File: config.mk
export PLATFORM = sky130hd
export DESIGN_NAME = button_debounce
export DESIGN_NICKNAME = d
export VERILOG_FILES = /design/src/rtl/button_pkg.sv /design/src/rtl/button_debounce_channel.sv /design/src/rtl/button_debounce.sv
export SDC_FILE = /design/constraint.sdc
export NUM_CORES = 1
export LEC_CHECK = 0
export CAP_MARGIN = 20
export CORE_MARGIN = 4
export CORE_UTILIZATION = 50
export DETAILED_ROUTE_END_ITERATION = 7
export GPL_TIMING_DRIVEN = 0
export PLACE_DENSITY = 0.68
export SYNTH_ARGS = -nofsm -noshare
export SYNTH_HDL_FRONTEND = slang
export SYNTH_SLANG_ARGS = --single-unit
export TNS_END_PERCENT = 50
File: constraint.sdc
create_clock -name clk -period 2.7 [get_ports clk]
set_input_delay 0.675 -clock clk [delete_from_list [all_inputs] [get_ports clk]]
set_output_delay 0.675 -clock clk [all_outputs]
set_load 0.03 [all_outputs]
File: src/rtl/button_pkg.sv
// Shared constants and helpers for the push-button conditioner.
// Defaults target a 27 MHz clock with a 10 ms debounce window.
package button_pkg;

  localparam int CLK_HZ                = 27000000;
  localparam int DEBOUNCE_MS           = 10;
  localparam int STABLE_CYCLES_DEFAULT = (CLK_HZ / 1000) * DEBOUNCE_MS;

  // Width of a counter that must hold 0 .. stable_cycles-1; never narrower than 1 bit.
  function automatic int cnt_width(input int stable_cycles);
    int w;
    w = $clog2(stable_cycles);
    if (w < 1) begin
      w = 1;
    end
    return w;
  endfunction

endpackage

File: src/rtl/button_debounce_channel.sv
// One button channel: 2-flop synchroniser, polarity normalisation,
// stable-count filter and registered press/release pulses.
// Optional toggle register is built when BUTTON_DEBOUNCE_TOGGLE_EN is defined.
module button_debounce_channel
  import button_pkg::*;
#(
  parameter int STABLE_CYCLES = STABLE_CYCLES_DEFAULT,
  parameter bit ACTIVE_LOW    = 1'b1
) (
  input  logic clk,
  input  logic rst,
  input  logic btn_raw,
  output logic level,
  output logic press,
  // "release" is a reserved word in SystemVerilog, hence the suffix.
  output logic release_o
`ifdef BUTTON_DEBOUNCE_TOGGLE_EN
  ,
  output logic toggle
`endif
);

  localparam int            CW       = cnt_width(STABLE_CYCLES);
  localparam logic [CW-1:0] CNT_LAST = CW'(STABLE_CYCLES - 1);
  // Raw pin value of a button that is not pressed.
  localparam logic          RAW_IDLE = ACTIVE_LOW;

  logic          sync0_q;
  logic          sync1_q;
  logic [CW-1:0] cnt_q;
  logic [CW-1:0] cnt_d;
  logic          level_q;
  logic          level_d;
  logic          press_q;
  logic          press_d;
  logic          release_q;
  logic          release_d;
  logic          s;

`ifdef BUTTON_DEBOUNCE_TOGGLE_EN
  logic          toggle_q;
  logic          toggle_d;
`endif

  // Normalised synchronised sample: 1 means pressed regardless of pin polarity.
  assign s = sync1_q ^ RAW_IDLE;

  // Stable-count filter: a change is accepted only after STABLE_CYCLES
  // consecutive disagreeing samples; any agreeing sample restarts the count.
  always_comb begin
    cnt_d     = cnt_q;
    level_d   = level_q;
    press_d   = 1'b0;
    release_d = 1'b0;
    if (s == level_q) begin
      cnt_d = '0;
    end else if (cnt_q >= CNT_LAST) begin
      cnt_d     = '0;
      level_d   = s;
      press_d   = s;
      release_d = ~s;
    end else begin
      cnt_d = cnt_q + CW'(1);
    end
`ifdef BUTTON_DEBOUNCE_TOGGLE_EN
    toggle_d = toggle_q ^ press_d;
`endif
  end

  // State registers; reset loads the synchroniser with the idle pin level
  // so that a released button produces no spurious event after reset.
  always_ff @(posedge clk) begin
    if (rst) begin
      sync0_q   <= RAW_IDLE;
      sync1_q   <= RAW_IDLE;
      cnt_q     <= '0;
      level_q   <= 1'b0;
      press_q   <= 1'b0;
      release_q <= 1'b0;
`ifdef BUTTON_DEBOUNCE_TOGGLE_EN
      toggle_q  <= 1'b0;
`endif
    end else begin
      sync0_q   <= btn_raw;
      sync1_q   <= sync0_q;
      cnt_q     <= cnt_d;
      level_q   <= level_d;
      press_q   <= press_d;
      release_q <= release_d;
`ifdef BUTTON_DEBOUNCE_TOGGLE_EN
      toggle_q  <= toggle_d;
`endif
    end
  end

  assign level     = level_q;
  assign press     = press_q;
  assign release_o = release_q;
`ifdef BUTTON_DEBOUNCE_TOGGLE_EN
  assign toggle    = toggle_q;
`endif

endmodule

File: src/rtl/button_debounce.sv
// Multi-channel push-button conditioner: one independent debounce channel
// per button pin. All outputs are registered.
// Optional feature macro: BUTTON_DEBOUNCE_TOGGLE_EN adds the toggle port.
module button_debounce
  import button_pkg::*;
#(
  parameter int CHANNELS      = 2,
  parameter int STABLE_CYCLES = STABLE_CYCLES_DEFAULT,
  parameter bit ACTIVE_LOW    = 1'b1
) (
  input  logic                clk,
  input  logic                rst,
  input  logic [CHANNELS-1:0] btn_raw,
  output logic [CHANNELS-1:0] level,
  output logic [CHANNELS-1:0] press,
  // "release" is a reserved word in SystemVerilog, hence the suffix.
  output logic [CHANNELS-1:0] release_o
`ifdef BUTTON_DEBOUNCE_TOGGLE_EN
  ,
  output logic [CHANNELS-1:0] toggle
`endif
);

  // One fully independent channel per button.
  for (genvar g = 0; g < CHANNELS; g++) begin : g_ch
    button_debounce_channel #(
      .STABLE_CYCLES(STABLE_CYCLES),
      .ACTIVE_LOW   (ACTIVE_LOW)
    ) u_ch (
      .clk      (clk),
      .rst      (rst),
      .btn_raw  (btn_raw[g]),
      .level    (level[g]),
      .press    (press[g]),
      .release_o(release_o[g])
`ifdef BUTTON_DEBOUNCE_TOGGLE_EN
      ,
      .toggle   (toggle[g])
`endif
    );
  end

endmodule

==> flow_metrics.tcl, run 1 <==
set metrics [dict create \
    syn_to_final_growth_pct 12.12 \
    whs_ps 425.9 \
    synth_edf_count 0 \
    ctsLongestPathBuffers 2 \
    switching_share 0.1990 \
    syn_area_mm2 0.002178 \
    cts_resized 0 \
    vdd_drop_max_mv 0.2298 \
    relSlewSlack 0.4588 \
    post_cts.repair.setup_buffers 0 \
    fin_crit_ps 2335 \
    cp_slowest_cell "o2111ai_1" \
    antenna_found_initial 0 \
    ys_seq_area_frac 0.4411 \
    drt-vias-per-instance 5.384 \
    synth_top_family_by_area "simple AND/OR/NAND/NOR gates" \
    cts_buffers 5 \
    io_pins 10 \
    crit_chain "ha_1, buf_2, a21oi_1, o21a_1, o2111ai_1, clkbuf_1, nor2_1" \
    synthFlopType "dfxtp_1" \
    yosys.cell_types.count 38 \
    seqPwrFrac 0.575 \
    synth_compound_area_frac 0.08501 \
    synth_top_area_cell "dfxtp_1" \
    synthSimpleGateAreaFrac 0.2889 \
    p_leak_uw 0.0008115 \
    grt_max_degree 16 \
    gp_congestion 0.8006 \
    finalCritPeriodShare 0.8650 \
    synth_warnings 0 \
    synth_seq_cells 48 \
    wire_per_inst_um 12.26 \
    worstMarginPinSlew_ps 810.9 \
    drtAntennaViolNets 0 \
    firstDrtPassIters 4 \
    die_y_um 74.01 \
    grt-ovfl-total 0 \
    switching_power_uw 246.8 \
    maxCapViolCount 0 \
    cp_max_fo 10 \
    final_area_mm2 0.002442 \
    r2r-start "g_ch[1].u_ch.cnt_q[0]" \
    holdBufCountCts 0 \
    reg2reg_slack_ps 360 \
    multi_input_area_mm2 0.001090 \
    min_to "g_ch[1].u_ch.sync1_q" \
    clk-insertion-delay-late_ps 300 \
    route.detailed.drc 0 \
    rsz0062_at_grt "false" \
    holdPathStages 1 \
    clock-sinks 48 \
    avgSynthCellArea_um2 8.964 \
    die_x_um 74.01 \
    crit_required_ps 2890 \
    drt_wl_total_um 3800 \
    async_flop_share 0 \
    status "complete, no violations" \
    synth_xor_area_frac 0.1045 \
    critPathCaptureType "register" \
    critical_path_class "reg2reg" \
    finalHoldViolations 0 \
    holdCritPathClass "reg2reg" \
    fin_tns_setup_ps 0 \
    hold_start "g_ch[1].u_ch.sync0_q" \
    placementRows 23 \
    power_per_cell_area_mw_per_mm2 507.8 \
    worst-r2r-cell-count 7 \
    first_global_vias 1461 \
    core_area_mm2 0.004115 \
    skew_ps 8.055 \
    vias 1669 \
    synth_top_area_frac 0.4411 \
    max_freq_ghz 0.4282 \
    dpl_cell_area_mm2 0.002331 \
    synth.area.top_cells "dfxtp_1, xor2_1, nand4_1" \
    portBuffers 9 \
    comb_power_share 0.015 \
    dpl.hpwl_um 2677 \
    drive_gt1_frac 0.1115 \
    grt_pass1_wl_um 6472 \
    clock_tree.root_cell "clkbuf_8" \
    start_util 0.5293 \
    clk_pin_slew_worst_paths_ps 90 \
    worstReg2RegEnd "g_ch[1].u_ch.cnt_q[9]" \
    synthesis.nets 249 \
    internal_power_uw 993.3 \
    worst_setup_path_start_kind "register" \
    n_antenna_cell 0 \
    dieArea_mm2 0.005477 \
    yosys.area_share.adder 0.01149 \
    crit_family "compound AO/OA/AOI/OAI gates" \
    maxSlewViolCount 0 \
    grt.total_usage 0.1504 \
    crit_arrival_ps 2520 \
    seqCellArea_um2 960.9 \
    h-tree-depth 2 \
    first_iter_violations 69 \
    syn_inst 243 \
    fill_cells 390 \
    pwr-share-clk 0.410 \
    cts_tree "done" \
    slowest_delay_ps 680 \
    fin_nets 265 \
    setup_viol 0 \
    path_buf_inv 2 \
    synthMuxAreaShare 0.01034 \
]
worst max path at each step:
stage                           from                      to  cells after the start  slack (ps)
2_1_floorplan  g_ch[0].u_ch.cnt_q[4]      g_ch[0].u_ch.level                      5         830
3_3_place_gp                     rst   g_ch[1].u_ch.cnt_q[8]                      5         280
3_5_place_dp                     rst   g_ch[1].u_ch.cnt_q[9]                      5         240
4_1_cts        g_ch[1].u_ch.cnt_q[0]  g_ch[1].u_ch.cnt_q[12]                      7         340
5_1_grt        g_ch[1].u_ch.cnt_q[0]   g_ch[1].u_ch.cnt_q[8]                      7         140
6_report       g_ch[1].u_ch.cnt_q[0]   g_ch[1].u_ch.cnt_q[9]                      7         360
cell type report:
type / instances / share of cell area
Clock buffer: 5 / 0.02818
Tap cell: 50 / 0.02561
Buffer: 20 / 0.04764
Inverter: 3 / 0.004611
Timing Repair Buffer: 9 / 0.03689
Multi-Input combinational cell: 172 / 0.4462
Clock inverter: 3 / 0.01742
Sequential cell: 48 / 0.3934
cells in the mapped netlist (2+ instances only):
cell and number:
buf_2 3, nor2_1 16, a21oi_1 7, and3_1 5, o21a_1 2, xnor2_1 8
and2_1 3, buf_6 2, o21ai_0 11, nor2b_1 2, and4_1 7, dfxtp_1 48
or2_2 6, clkbuf_1 7, buf_1 2, inv_1 3, nor4_1 2, buf_4 6
xor2_1 18, or4_1 3, mux2_2 2, ha_1 2, nor3_1 19, nand4_1 16
a211oi_1 3, nand3_1 11, or3_1 8, nand2_1 11
logic make-up after synthesis:
group                      count (synthesis)
and+or+nand+nor                          113
DFF                                       48
AOI/OAI and AO/OA                         29
xor gates and xnor gates                  26
buffers and inverters                     23
muxes                                      2
adders and majority gates                  2
layer usage:
| metal | vias up | share of wire | global-route usage | wire [um] |
|---|---|---|---|---|
| li1 | 891 | - | - | - |
| met1 | 756 | 0.54 | 0.2078 | 2057 |
| met2 | 17 | 0.41 | 0.2224 | 1541 |
| met3 | 5 | 0.041 | 0.04459 | 155 |
| met4 | 0 | 0.012 | 0.05433 | 46 |
| met5 | - | 0 | 0 | 0 |
state kept, by name, summed over array words and instances (netlist names):
register             cells
g_ch.u_ch.level          2
g_ch.u_ch.press          2
g_ch.u_ch.sync1_q        2
g_ch.u_ch.cnt_q         38
g_ch.u_ch.release_o      2
g_ch.u_ch.sync0_q        2
stage by stage:
step                      instances  worst slack, ps    util  power [uW]
after floorplan                 243            827.0       -       739.5
after CTS                       310            335.9  0.5935        1256
after global placement          302            284.4  0.5664       748.1
after detailed placement        302            244.2  0.5664       748.2
final                           310            364.6  0.5935        1240
after global routing            310            139.3  0.5935        1289
cells in the final DEF (no fill, tap or decap), types with 2 or more instances in the layout:
master	netlist	layout
nor4_1	2	2
clkbuf_1	7	7
xor2_1	18	18
buf_6	2	2
and2_1	3	3
clkbuf_8	0	5
nand2_1	11	11
clkdlybuf4s50_1	0	9
inv_1	3	3
o21a_1	2	2
o21ai_0	11	11
nor3_1	19	19
ha_1	2	2
and4_1	7	7
nand4_1	16	16
and3_1	5	5
a21oi_1	7	7
mux2_2	2	2
dfxtp_1	48	48
or4_1	3	3
nand3_1	11	11
buf_1	2	2
nor2_1	16	16
xnor2_1	8	8
buf_4	6	6
or2_2	6	6
a211oi_1	3	3
nor2b_1	2	2
buf_2	3	3
or3_1	8	8
power by group through the flow:
| stage | Combinational [uW] | Sequential [uW] | Clock, uW |
|---|---|---|---|
| global route | 20.6 | 714 | 554 |
| CTS | 18.7 | 713 | 524 |
| global placement | 18.3 | 730 | 0 |
| floorplan | 10.3 | 729 | 0 |
| finish | 18.4 | 713 | 509 |
| detailed placement | 18.4 | 730 | 0 |
Note: power is estimated with default switching activity, not from simulation.
==> inputs of run 2 (changes only) <==
--- a/config.mk
+++ b/config.mk
@@ -10,6 +10,7 @@
 export CORE_UTILIZATION = 50
 export DETAILED_ROUTE_END_ITERATION = 7
 export GPL_TIMING_DRIVEN = 0
+export MAX_ROUTING_LAYER = met4
 export PLACE_DENSITY = 0.68
 export SYNTH_ARGS = -nofsm -noshare
 export SYNTH_HDL_FRONTEND = slang
==> flow_metrics.tcl, run 2 (synthesis gave the netlist of run 1 again) <==
set metrics [dict create \
    status "complete, no violations" \
    holdPathStages 1 \
    drtAntennaViolNets 0 \
    max_freq_ghz 0.4279 \
    vias 1669 \
    seqPwrFrac 0.575 \
    crit_required_ps 2890 \
    first_global_vias 1464 \
    relSlewSlack 0.4575 \
    syn_to_final_growth_pct 12.12 \
    grt-ovfl-total 0 \
    portBuffers 9 \
    h-tree-depth 2 \
    worst-r2r-cell-count 7 \
    clk_pin_slew_worst_paths_ps 90 \
    setup_viol 0 \
    io_pins 10 \
    clk-insertion-delay-late_ps 300 \
    n_antenna_cell 0 \
    power_uw 1240 \
    first_iter_violations 57 \
    start_util 0.5293 \
    largest_reg_flops 38 \
    maxSlewViolCount 0 \
    antenna_found_initial 0 \
    final_common_cell "dfxtp_1" \
    comb_power_share 0.015 \
    fin_tns_setup_ps 0 \
    cts_tree "done" \
    hold_start "g_ch[1].u_ch.sync0_q" \
    placementRows 23 \
    wire_per_inst_um 12.24 \
    skew_ps 8.202 \
    firstDrtPassIters 4 \
    rsz0062_at_grt "false" \
    critical_path_class "reg2reg" \
    clock-sinks 48 \
    drive_gt1_frac 0.1115 \
    drt-vias-per-instance 5.384 \
    critPathCaptureType "register" \
    crit_family "compound AO/OA/AOI/OAI gates" \
    fill_cells 390 \
    drt_wl_total_um 3794 \
    internal_power_uw 993.3 \
    layout_common_cells "dfxtp_1, nor3_1, xor2_1" \
    ctsLongestPathBuffers 2 \
    finalHoldViolations 0 \
    vdd_drop_max_mv 0.2298 \
    switching_share 0.1989 \
    worst_setup_path_start_kind "register" \
    dieArea_mm2 0.005477 \
    timing.critical_path.from "g_ch[1].u_ch.cnt_q[0]" \
    route.detailed.drc 0 \
    holdCritPathClass "reg2reg" \
    grt_max_degree 16 \
    grt_pass1_wl_um 6465 \
    gp_congestion 0.8122 \
    post_cts.repair.setup_buffers 0 \
    critical_path_depth 7 \
    crit_arrival_ps 2520 \
    die_x_um 74.01 \
    crit_chain "ha_1, buf_2, a21oi_1, o21a_1, o2111ai_1, clkbuf_1, nor2_1" \
    maxCapViolCount 0 \
    p_leak_uw 0.0008115 \
    dpl.hpwl_um 2677 \
    holdBufCountCts 0 \
    pwr-share-clk 0.410 \
    core_area_mm2 0.004115 \
    switching_power_uw 246.6 \
    worstMarginPinSlew_ps 813.0 \
    path_buf_inv 2 \
    clock_tree.root_cell "clkbuf_8" \
    slowest_delay_ps 680 \
    cts_resized 0 \
    die_y_um 74.01 \
    cts_buffers 5 \
    cp_max_fo 10 \
    fin_nets 265 \
    finalCritPeriodShare 0.8655 \
    power_per_cell_area_mw_per_mm2 507.7 \
    fin_crit_ps 2337 \
    top_register "g_ch.u_ch.cnt_q" \
    grt.total_usage 0.1551 \
    cp_slowest_cell "o2111ai_1" \
    r2r-start "g_ch[1].u_ch.cnt_q[0]" \
]
run 2: cell counts in the layout (fill, tap and decap cells not counted):
Identical to the previous run, type by type.
run 2: power by group through the flow:
stage                     clock [uW]  combinational, uW  sequential, uW
after global routing             554               20.6             714
after detailed placement           0               18.4             730
after CTS                        524               18.7             713
after global placement             0               18.3             730
after floorplan                    0               10.3             729
final                            509               18.3             713
run 2: worst paths after layout:
check	end	slack [ps]
hold / removal	g_ch[1].u_ch.sync1_q	430
setup / recovery	g_ch[1].u_ch.cnt_q[9]	360
setup reg to reg	g_ch[1].u_ch.cnt_q[9]	360
hold reg to reg	g_ch[1].u_ch.sync1_q	430
run 2: layout make-up:
type	instances	area (um^2)	share of cell area
timing repair buffer	9	90.09	0.03689
clock buffer	5	68.82	0.02818
tap	50	62.56	0.02561
buffer	20	116.4	0.04764
sequential	48	960.9	0.3934
inverter	3	11.26	0.004611
multi-input combinational	172	1090	0.4462
clock inverter	3	42.54	0.01742
run 2: through the flow:
step                      hold WS, ps  worst slack, ps  area (um^2)    util  cells
after floorplan                 389.5            827.0         2178       -    243
after global placement          406.0            284.4         2331  0.5664    302
after detailed placement        393.2            244.2         2331  0.5664    302
after CTS                       426.6            335.9         2442  0.5935    310
after global routing            447.6            139.3         2442  0.5935    310
final                           426.1            363.2         2442  0.5935    310
run 2: worst register-to-register path, cell delays in order, from the launching register on:
cell and delay, ps:
dfxtp_1 380, ha_1 150, buf_2 200, a21oi_1 60, o21a_1 200, o2111ai_1 680, clkbuf_1 430, nor2_1 100
run 2: routing by layer:
layer	GRT usage	part of all wire	up-vias
met2	0.2224	0.41	17
li1	-	-	891
met3	0.04459	0.041	5
met1	0.2078	0.54	756
met4	0.05433	0.012	0
met5	-	0	-
